--- config.mk ---
export PLATFORM = sky130hd
export DESIGN_NAME = rv_control_fsm
export DESIGN_NICKNAME = d
export VERILOG_FILES = /design/src/rtl/rv32_pkg.sv /design/src/rtl/rv_imm_gen.sv /design/src/rtl/rv_control_fsm.sv
export SDC_FILE = /design/constraint.sdc
export NUM_CORES = 1
export LEC_CHECK = 0
export ABC_AREA = 1
export CORE_ASPECT_RATIO = 0.75
export CORE_UTILIZATION = 37
export DETAILED_ROUTE_END_ITERATION = 8
export MAX_ROUTING_LAYER = met4
export PLACE_DENSITY = 0.91
export SETUP_SLACK_MARGIN = 0.4
export SYNTH_ARGS = -nofsm -noshare
export SYNTH_HDL_FRONTEND = slang
export SYNTH_SLANG_ARGS = --single-unit
--- constraint.sdc ---
create_clock -name clk -period 1.4 [get_ports clk]
set_clock_uncertainty 0.05 [all_clocks]
set_input_delay 0.21 -clock clk [delete_from_list [all_inputs] [get_ports clk]]
set_output_delay 0.21 -clock clk [all_outputs]
set_load 0.01 [all_outputs]
--- src/rtl/rv32_pkg.sv ---
// rv32_pkg: shared opcodes, FSM states, ALU ops and select encodings for the RV32I control unit
package rv32_pkg;
  localparam logic [31:0] NOP = 32'h00000013;
  localparam logic [6:0] OP_LUI    = 7'b0110111;
  localparam logic [6:0] OP_AUIPC  = 7'b0010111;
  localparam logic [6:0] OP_JAL    = 7'b1101111;
  localparam logic [6:0] OP_JALR   = 7'b1100111;
  localparam logic [6:0] OP_BRANCH = 7'b1100011;
  localparam logic [6:0] OP_LOAD   = 7'b0000011;
  localparam logic [6:0] OP_STORE  = 7'b0100011;
  localparam logic [6:0] OP_OPIMM  = 7'b0010011;
  localparam logic [6:0] OP_OP     = 7'b0110011;
  localparam logic [6:0] OP_SYSTEM = 7'b1110011;
  localparam logic [1:0] WB_ALU = 2'd0;
  localparam logic [1:0] WB_MEM = 2'd1;
  localparam logic [1:0] WB_PC4 = 2'd2;
  localparam logic [1:0] WB_IMM = 2'd3;
  localparam logic [1:0] PC_PLUS4 = 2'd0;
  localparam logic [1:0] PC_IMM   = 2'd1;
  localparam logic [1:0] PC_ALU   = 2'd2;
  typedef enum logic [3:0] {
    S_FETCH, S_FETCH_WAIT, S_DECODE, S_EXECUTE, S_MEM_RD, S_MEM_WAIT, S_MEM_WR, S_WB, S_HALT
  } state_t;
  typedef enum logic [3:0] {
    ALU_ADD, ALU_SUB, ALU_SLL, ALU_SLT, ALU_SLTU, ALU_XOR, ALU_SRL, ALU_SRA, ALU_OR, ALU_AND
  } alu_op_t;
  function automatic logic legal_op(input logic [31:0] ir);
    logic [2:0] f3;
    f3 = ir[14:12];
    case (ir[6:0])
      OP_LUI, OP_AUIPC, OP_JAL, OP_JALR, OP_OP, OP_OPIMM, OP_SYSTEM: return 1'b1;
      OP_LOAD:   return f3 != 3'd3 && f3 != 3'd6 && f3 != 3'd7;
      OP_STORE:  return f3 <= 3'd2;
      OP_BRANCH: return f3 != 3'd2 && f3 != 3'd3;
      default:   return 1'b0;
    endcase
  endfunction
endpackage

--- src/rtl/rv_imm_gen.sv ---
// rv_imm_gen: sign-extended immediate for the I/S/B/U/J instruction formats
module rv_imm_gen
  import rv32_pkg::*;
(
  input  logic [31:0] ir,
  output logic [31:0] imm
);
  logic [6:0] op;
  assign op = ir[6:0];
  // format chosen by opcode; I-type is the fallback
  always_comb
    imm = op == OP_STORE ? {{20{ir[31]}}, ir[31:25], ir[11:7]} :
          op == OP_BRANCH ? {{19{ir[31]}}, ir[31], ir[7], ir[30:25], ir[11:8], 1'b0} :
          (op == OP_LUI || op == OP_AUIPC) ? {ir[31:12], 12'd0} :
          op == OP_JAL ? {{11{ir[31]}}, ir[31], ir[19:12], ir[20], ir[30:21], 1'b0} :
          {{20{ir[31]}}, ir[31:20]};
endmodule

--- src/rtl/rv_control_fsm.sv ---
// rv_control_fsm: multi-cycle RV32I control unit sequencing fetch, decode, execute, memory and write-back
module rv_control_fsm
  import rv32_pkg::*;
#(
  parameter logic [31:0] RESET_IR = NOP,
  parameter bit HALT_ON_SYSTEM = 1'b1
) (
  input  logic        clk,
  input  logic        reset,
  input  logic [31:0] mem_rdata,
  input  logic        br_taken,
  output logic [31:0] ir_q,
  output logic [4:0]  rs1,
  output logic [4:0]  rs2,
  output logic [4:0]  rd,
  output logic        rf_w_en,
  output logic [1:0]  wb_sel,
  output logic [3:0]  alu_op,
  output logic        alu_a_sel,
  output logic        alu_b_sel,
  output logic [31:0] imm,
  output logic [2:0]  funct3,
  output logic        pc_we,
  output logic [1:0]  pc_sel,
  output logic        mem_addr_sel,
  output logic        mem_re,
  output logic        mem_we,
  output logic        halt
);
  state_t state, state_n;
  alu_op_t op_sel;
  logic [6:0] opcode;
  logic alt;
  assign opcode = ir_q[6:0];
  assign rs1 = ir_q[19:15];
  assign rs2 = ir_q[24:20];
  assign rd = ir_q[11:7];
  assign funct3 = ir_q[14:12];
  assign halt = state == S_HALT;
  assign alu_op = op_sel;
  assign alt = ir_q[30] && (opcode == OP_OP || (opcode == OP_OPIMM && funct3 == 3'd5));
  rv_imm_gen u_imm (.ir(ir_q), .imm(imm));
  // state register; the instruction is latched as the fetch read data arrives
  always_ff @(posedge clk)
    if (reset) begin
      state <= S_FETCH;
      ir_q <= RESET_IR;
    end else begin
      state <= state_n;
      if (state == S_FETCH_WAIT) ir_q <= mem_rdata;
    end
  // next-state sequencing by instruction class
  always_comb begin
    state_n = state;
    case (state)
      S_FETCH:      state_n = S_FETCH_WAIT;
      S_FETCH_WAIT: state_n = S_DECODE;
      S_DECODE:     state_n = (!legal_op(ir_q) || (opcode == OP_SYSTEM && HALT_ON_SYSTEM)) ? S_HALT : S_EXECUTE;
      S_EXECUTE:    state_n = opcode == OP_LOAD ? S_MEM_RD : opcode == OP_STORE ? S_MEM_WR :
                              opcode == OP_BRANCH ? S_FETCH : S_WB;
      S_MEM_RD:     state_n = S_MEM_WAIT;
      S_MEM_WAIT:   state_n = S_WB;
      S_MEM_WR:     state_n = S_FETCH;
      S_WB:         state_n = S_FETCH;
      S_HALT:       state_n = S_HALT;
      default:      state_n = S_FETCH;
    endcase
  end
  // strobes gated off during reset; selects decoded from state and ir_q
  always_comb begin
    mem_re = !reset && (state == S_FETCH || state == S_MEM_RD);
    mem_we = !reset && state == S_MEM_WR;
    rf_w_en = !reset && state == S_WB && opcode != OP_SYSTEM;
    pc_we = !reset && (state == S_WB || state == S_MEM_WR || (state == S_EXECUTE && opcode == OP_BRANCH));
    mem_addr_sel = state == S_MEM_RD || state == S_MEM_WR;
    pc_sel = (state == S_EXECUTE && opcode == OP_BRANCH && br_taken) ? PC_IMM :
             (state == S_WB && opcode == OP_JAL) ? PC_IMM :
             (state == S_WB && opcode == OP_JALR) ? PC_ALU : PC_PLUS4;
    wb_sel = opcode == OP_LOAD ? WB_MEM : (opcode == OP_JAL || opcode == OP_JALR) ? WB_PC4 :
             opcode == OP_LUI ? WB_IMM : WB_ALU;
    alu_a_sel = opcode == OP_AUIPC;
    alu_b_sel = opcode == OP_OPIMM || opcode == OP_LOAD || opcode == OP_STORE ||
                opcode == OP_JALR || opcode == OP_AUIPC;
  end
  // ALU function: register/immediate arithmetic by funct3, address/add otherwise
  always_comb begin
    op_sel = ALU_ADD;
    if (opcode == OP_OP || opcode == OP_OPIMM)
      case (funct3)
        3'd0: op_sel = alt ? ALU_SUB : ALU_ADD;
        3'd1: op_sel = ALU_SLL;
        3'd2: op_sel = ALU_SLT;
        3'd3: op_sel = ALU_SLTU;
        3'd4: op_sel = ALU_XOR;
        3'd5: op_sel = alt ? ALU_SRA : ALU_SRL;
        3'd6: op_sel = ALU_OR;
        default: op_sel = ALU_AND;
      endcase
  end
endmodule
==> impl_metrics.py, run 1 <==
metrics = {
    "outcome": {
        "outcome": "did not finish",
        "flow.stopped_at": "global routing",
        "stop_error": "[ERROR DPL-0038] Utilization greater than 100%, impossible to legalize",
    },
    "cts": {
        "clk_path_buf_depth": 2,
        "cts_buffers": 5,
        "htree_levels": 2,
        "clock-sinks": 36,
        "clock-root-buffer": "clkbuf_8",
    },
    "global_route": {
        "grt_max_degree": 33,
    },
    "yosys": {
        "synth-edff-count": 0,
        "synthArstFlopShare": 0,
        "avgSynthCellArea_um2": 6.720,
        "synthAdderAreaFrac": 0,
        "synth.ff_latch_count": 36,
        "yosys-mux-area-fraction": 0,
        "synthCells": 310,
        "ys_types": 30,
        "synth_flop_cell": "dfxtp_1",
        "synth_area_mm2": 0.002083,
        "synth_fp_nets": 345,
        "seq_area_frac_synth": 0.3459,
        "yosys.area_share.simple": 0.2480,
        "synth_top_family_by_area": "simple AND/OR/NAND/NOR gates",
        "synth_compound_area_frac": 0.2378,
        "synth_xor_area_frac": 0,
        "ys_warn_count": 0,
    },
    "place": {
        "dp_hpwl_mm": 6.195,
        "gp_congestion": 0.8697,
        "io_buffer_count": 132,
        "postPlaceCellArea_mm2": 0.004068,
    },
    "floorplanning": {
        "initial_utilization": 0.3871,
        "fp.dieH_um": 66.99,
        "rows": 23,
        "ioPinCount": 133,
        "chipWidth_um": 88.65,
    },
    "sta": {
        "worstEpCategory": "top-level output",
        "crit_endpoint": "imm[13]",
    },
}
[what timing repair did]
item,4_1_cts
hold buffers,0
pin swaps,39
gates cloned,7
setup buffers,38
resized for setup,608
setup endpoints to repair,134
[per-stage QoR]
step | hold WS [ps] | std cells | TNS (ps) | utilization | worst slack [ps]
4_1_cts | 445.1 | 604 | -22030 | 0.9507 | -529.2
3_3_place_gp | 425.5 | 551 | -26140 | 0.7559 | -544.2
2_1_floorplan | 286.3 | 310 | -155.2 | - | -22.17
3_5_place_dp | 431.7 | 551 | -29250 | 0.7559 | -608.6
[cells by family after synthesis]
kind of cell	count (synthesis)
AO/OA/AOI/OAI	95
AND/OR/NAND/NOR	108
buffers and inverters	71
flip-flops	36
[cells in the mapped netlist, types with 3 or more instances]
master	count	area [um2]
a21oi_1	32	160.2
buf_2	7	35.03
buf_4	19	142.6
clkbuf_1	5	18.77
dfxtp_1	36	720.7
inv_1	31	116.4
inv_2	5	18.77
nand2_1	39	146.4
nand2_4	3	33.78
nand3_1	13	65.06
nor2_1	34	127.6
nor2_2	5	31.28
nor4_1	3	18.77
o21ai_0	55	275.3
o21ai_1	3	15.01
==> run 2, diff against run 1 <==
--- a/config.mk
+++ b/config.mk
@@ -6,12 +6,9 @@
 export NUM_CORES = 1
 export LEC_CHECK = 0
 export ABC_AREA = 1
-export CORE_ASPECT_RATIO = 0.75
-export CORE_UTILIZATION = 37
+export CORE_UTILIZATION = 25
 export DETAILED_ROUTE_END_ITERATION = 8
-export MAX_ROUTING_LAYER = met4
-export PLACE_DENSITY = 0.91
-export SETUP_SLACK_MARGIN = 0.4
+export PLACE_DENSITY_LB_ADDON = 0.15
 export SYNTH_ARGS = -nofsm -noshare
 export SYNTH_HDL_FRONTEND = slang
 export SYNTH_SLANG_ARGS = --single-unit
==> impl_metrics.py, run 2 <==
metrics = {
    "global_route": {
        "grt.overflow.total": 0,
        "antenna_found_initial": 0,
        "grt_max_degree": 17,
        "grt_pass1_vias": 2924,
        "grt_pass1_wl_mm": 14.87,
        "grt_use_total": 0.2223,
    },
    "floorplanning": {
        "dieArea_mm2": 0.008702,
        "chipWidth_um": 93.29,
        "initial_utilization": 0.2641,
        "fp.dieH_um": 93.29,
        "ioPinCount": 133,
        "core_region_area_mm2": 0.007888,
        "rows": 32,
    },
    "yosys": {
        "synth.ff_latch_count": 36,
        "yosysMostFrequentCell": "o21ai_0",
        "synth_fp_nets": 345,
        "synth_flop_cell": "dfxtp_1",
        "synth-edff-count": 0,
        "ys_warn_count": 0,
        "avgSynthCellArea_um2": 6.720,
        "yosysTopAreaCellShare": 0.3459,
        "ys_types": 30,
        "yosys-top-cells-count": "o21ai_0 (55), nand2_1 (39), dfxtp_1 (36)",
        "seq_area_frac_synth": 0.3459,
        "synthTopCellsByArea": "dfxtp_1 (35%), o21ai_0 (13%), a21oi_1 (7.7%)",
        "synthArstFlopShare": 0,
        "synthCells": 310,
        "synth_largest_area_cell": "dfxtp_1",
        "synth_area_mm2": 0.002083,
    },
    "critical_path": {
        "slowest_stage": "dfxtp_4",
        "required_ps": 1140,
        "critPathCaptureType": "output port",
        "rrSetupSlack_ps": -390,
        "slowest_delay_ps": 390,
        "rr_startpoint": "ir_q[0]$_SDFFE_PP1P_",
        "critPathKind": "reg2out",
        "cp-start-kind": "flip-flop",
        "reg2reg_to": "state[0]$_SDFF_PP0_",
        "crit_arrival_ps": 1640,
        "rr_worst_depth": 12,
        "cp_max_fo": 6,
        "path_cells": "inv_4, nor3_4, nand2_4, inv_6, a21oi_4, buf_6, o21ai_2, buf_2",
    },
    "layout": {
        "final_cell_mix": "buf_4 (80), dlygate4sd2_1 (48), buf_2 (40), clkdlybuf4s50_1 (33), o21ai_2 (27)",
        "largest_reg_flops": 32,
        "final_net_count": 564,
        "area_growth_pct": 138.0,
        "layout_commonest_cell": "buf_4",
        "nFillCells": 699,
        "largest_register": "ir_q",
        "final_core_util": 0.6286,
        "drive_above_1_share": 0.6094,
        "diodes": 0,
        "largest_registers": "ir_q x32, state x4",
        "fin_area_mm2": 0.004959,
    },
    "sta": {
        "slew_violations": 0,
        "worst_slack_ps": -499.6,
        "setup_viol": 81,
        "max_freq_ghz": 0.5264,
        "rsz0062_at_grt": "true",
        "layout_min_cycle_time_ps": 1900,
        "tightest_slew_ps": 416.9,
        "slew_headroom": 0.7216,
        "final.period_utilization": 1.357,
        "hold_viol": 0,
    },
    "cts": {
        "clock-root-buffer": "clkbuf_8",
        "clock_latency_ps": 300,
        "clock-sinks": 36,
        "clk_path_buf_depth": 2,
        "clkTransAtPathRegs_ps": 80,
        "htree_levels": 2,
        "cts_hold_buf": 0,
        "cts_tree": "built",
        "cts_buffers": 5,
    },
    "place": {
        "gp_congestion": 0.9012,
        "postPlaceCellArea_mm2": 0.004016,
        "io_buffer_count": 132,
        "dp_hpwl_mm": 6.363,
    },
    "worst_hold_path": {
        "min_path_type": "in2reg",
        "min_from": "reset",
        "min_path_cells": 3,
        "hold_end": "state[2]$_SDFF_PP0_",
    },
    "outcome": {
        "violations": "negative setup slack",
        "outcome": "finished with violations",
    },
    "routing": {
        "route.vias.total": 2979,
        "vias_per_cell": 4.714,
        "dr.pass1.iters": 4,
        "routed_wl_mm": 10.17,
        "drtIter0Drc": 104,
        "drc": 0,
        "post_drt_wl_per_cell_um": 16.09,
        "ant_nets": 0,
    },
    "power": {
        "p_leak_uw": 0.002340,
        "max-vdd-ir-drop_mv": 1.080,
        "power_density_mw_per_mm2": 2489,
    },
    "flow_run": {
        "drv_cap": 0,
    },
}
## run 2: cell counts after synthesis
No cell type changed its count.
## run 2: kinds of logic after synthesis
| family | share of synthesized area |
|---|---|
| and+or+nand+nor | 0.2481 |
| buffers and inverters | 0.1682 |
| DFF | 0.3459 |
| AOI/OAI and AO/OA | 0.2378 |
## run 2: power by group
part           internal [uW]  switching [uW]
logic                   4550            4820
clock network            557             412
registers               1570             436
## run 2: repair_timing
| item | CTS | global route |
|---|---|---|
| gates resized for setup | 400 | 89 |
| gates cloned | 5 | 0 |
| setup endpoints to repair | 133 | 84 |
| setup buffers | 26 | 14 |
| pin swaps | 28 | 40 |
## run 2: metal layers
layer / up-vias / GRT usage / routed length, um
met2: 113 / 0.3713 / 4894
met1: 1401 / 0.2807 / 4270
met5: - / 0 / 0
met3: 27 / 0.04797 / 657
met4: 0 / 0.07949 / 345
li1: 1438 / - / -
## run 2: worst max path at each step
stage,slack [ps],cells past startpoint,from,to
2_1_floorplan,-30,5,ir_q[2]$_SDFFE_PP0P_,wb_sel[1]
3_3_place_gp,-590,7,ir_q[6]$_SDFFE_PP0P_,wb_sel[0]
3_5_place_dp,-610,8,ir_q[2]$_SDFFE_PP0P_,imm[16]
4_1_cts,-460,8,ir_q[0]$_SDFFE_PP1P_,imm[19]
5_1_grt,-580,8,ir_q[4]$_SDFFE_PP1P_,imm[11]
6_report,-500,8,ir_q[2]$_SDFFE_PP0P_,imm[16]
## run 2: area by class of cell
cell class | instances | area, um2 | share of cell area
Clock buffer | 8 | 121.4 | 0.02448
Inverter | 37 | 161.4 | 0.03255
Multi-Input combinational cell | 204 | 1637 | 0.3301
Sequential cell | 36 | 759.5 | 0.1532
Tap cell | 102 | 127.6 | 0.02574
Timing Repair Buffer | 245 | 2152 | 0.4340
## run 2: critical path: cells and delay by family (launching register included)
kind,cells,cell delay (ps)
buffers and inverters,4,440
DFF,1,390
and+or+nand+nor,2,360
AOI/OAI and AO/OA,2,150
## run 2: metrics by stage
| stage | setup TNS (ps) | total power, uW | hold WS [ps] | cells | worst slack (ps) |
|---|---|---|---|---|---|
| 5_1_grt | -30370 | 13050 | 449.8 | 632 | -582.4 |
| 3_5_place_dp | -28410 | 9357 | 433.1 | 588 | -612.8 |
| 6_report | -24890 | 12340 | 439.9 | 632 | -499.6 |
| 4_1_cts | -21130 | 11470 | 443.5 | 626 | -457.4 |
| 3_3_place_gp | -26330 | 9299 | 428.8 | 588 | -585.6 |
| 2_1_floorplan | -519.1 | 5095 | 286.3 | 310 | -34.63 |
(Power assumes the default switching activity.)
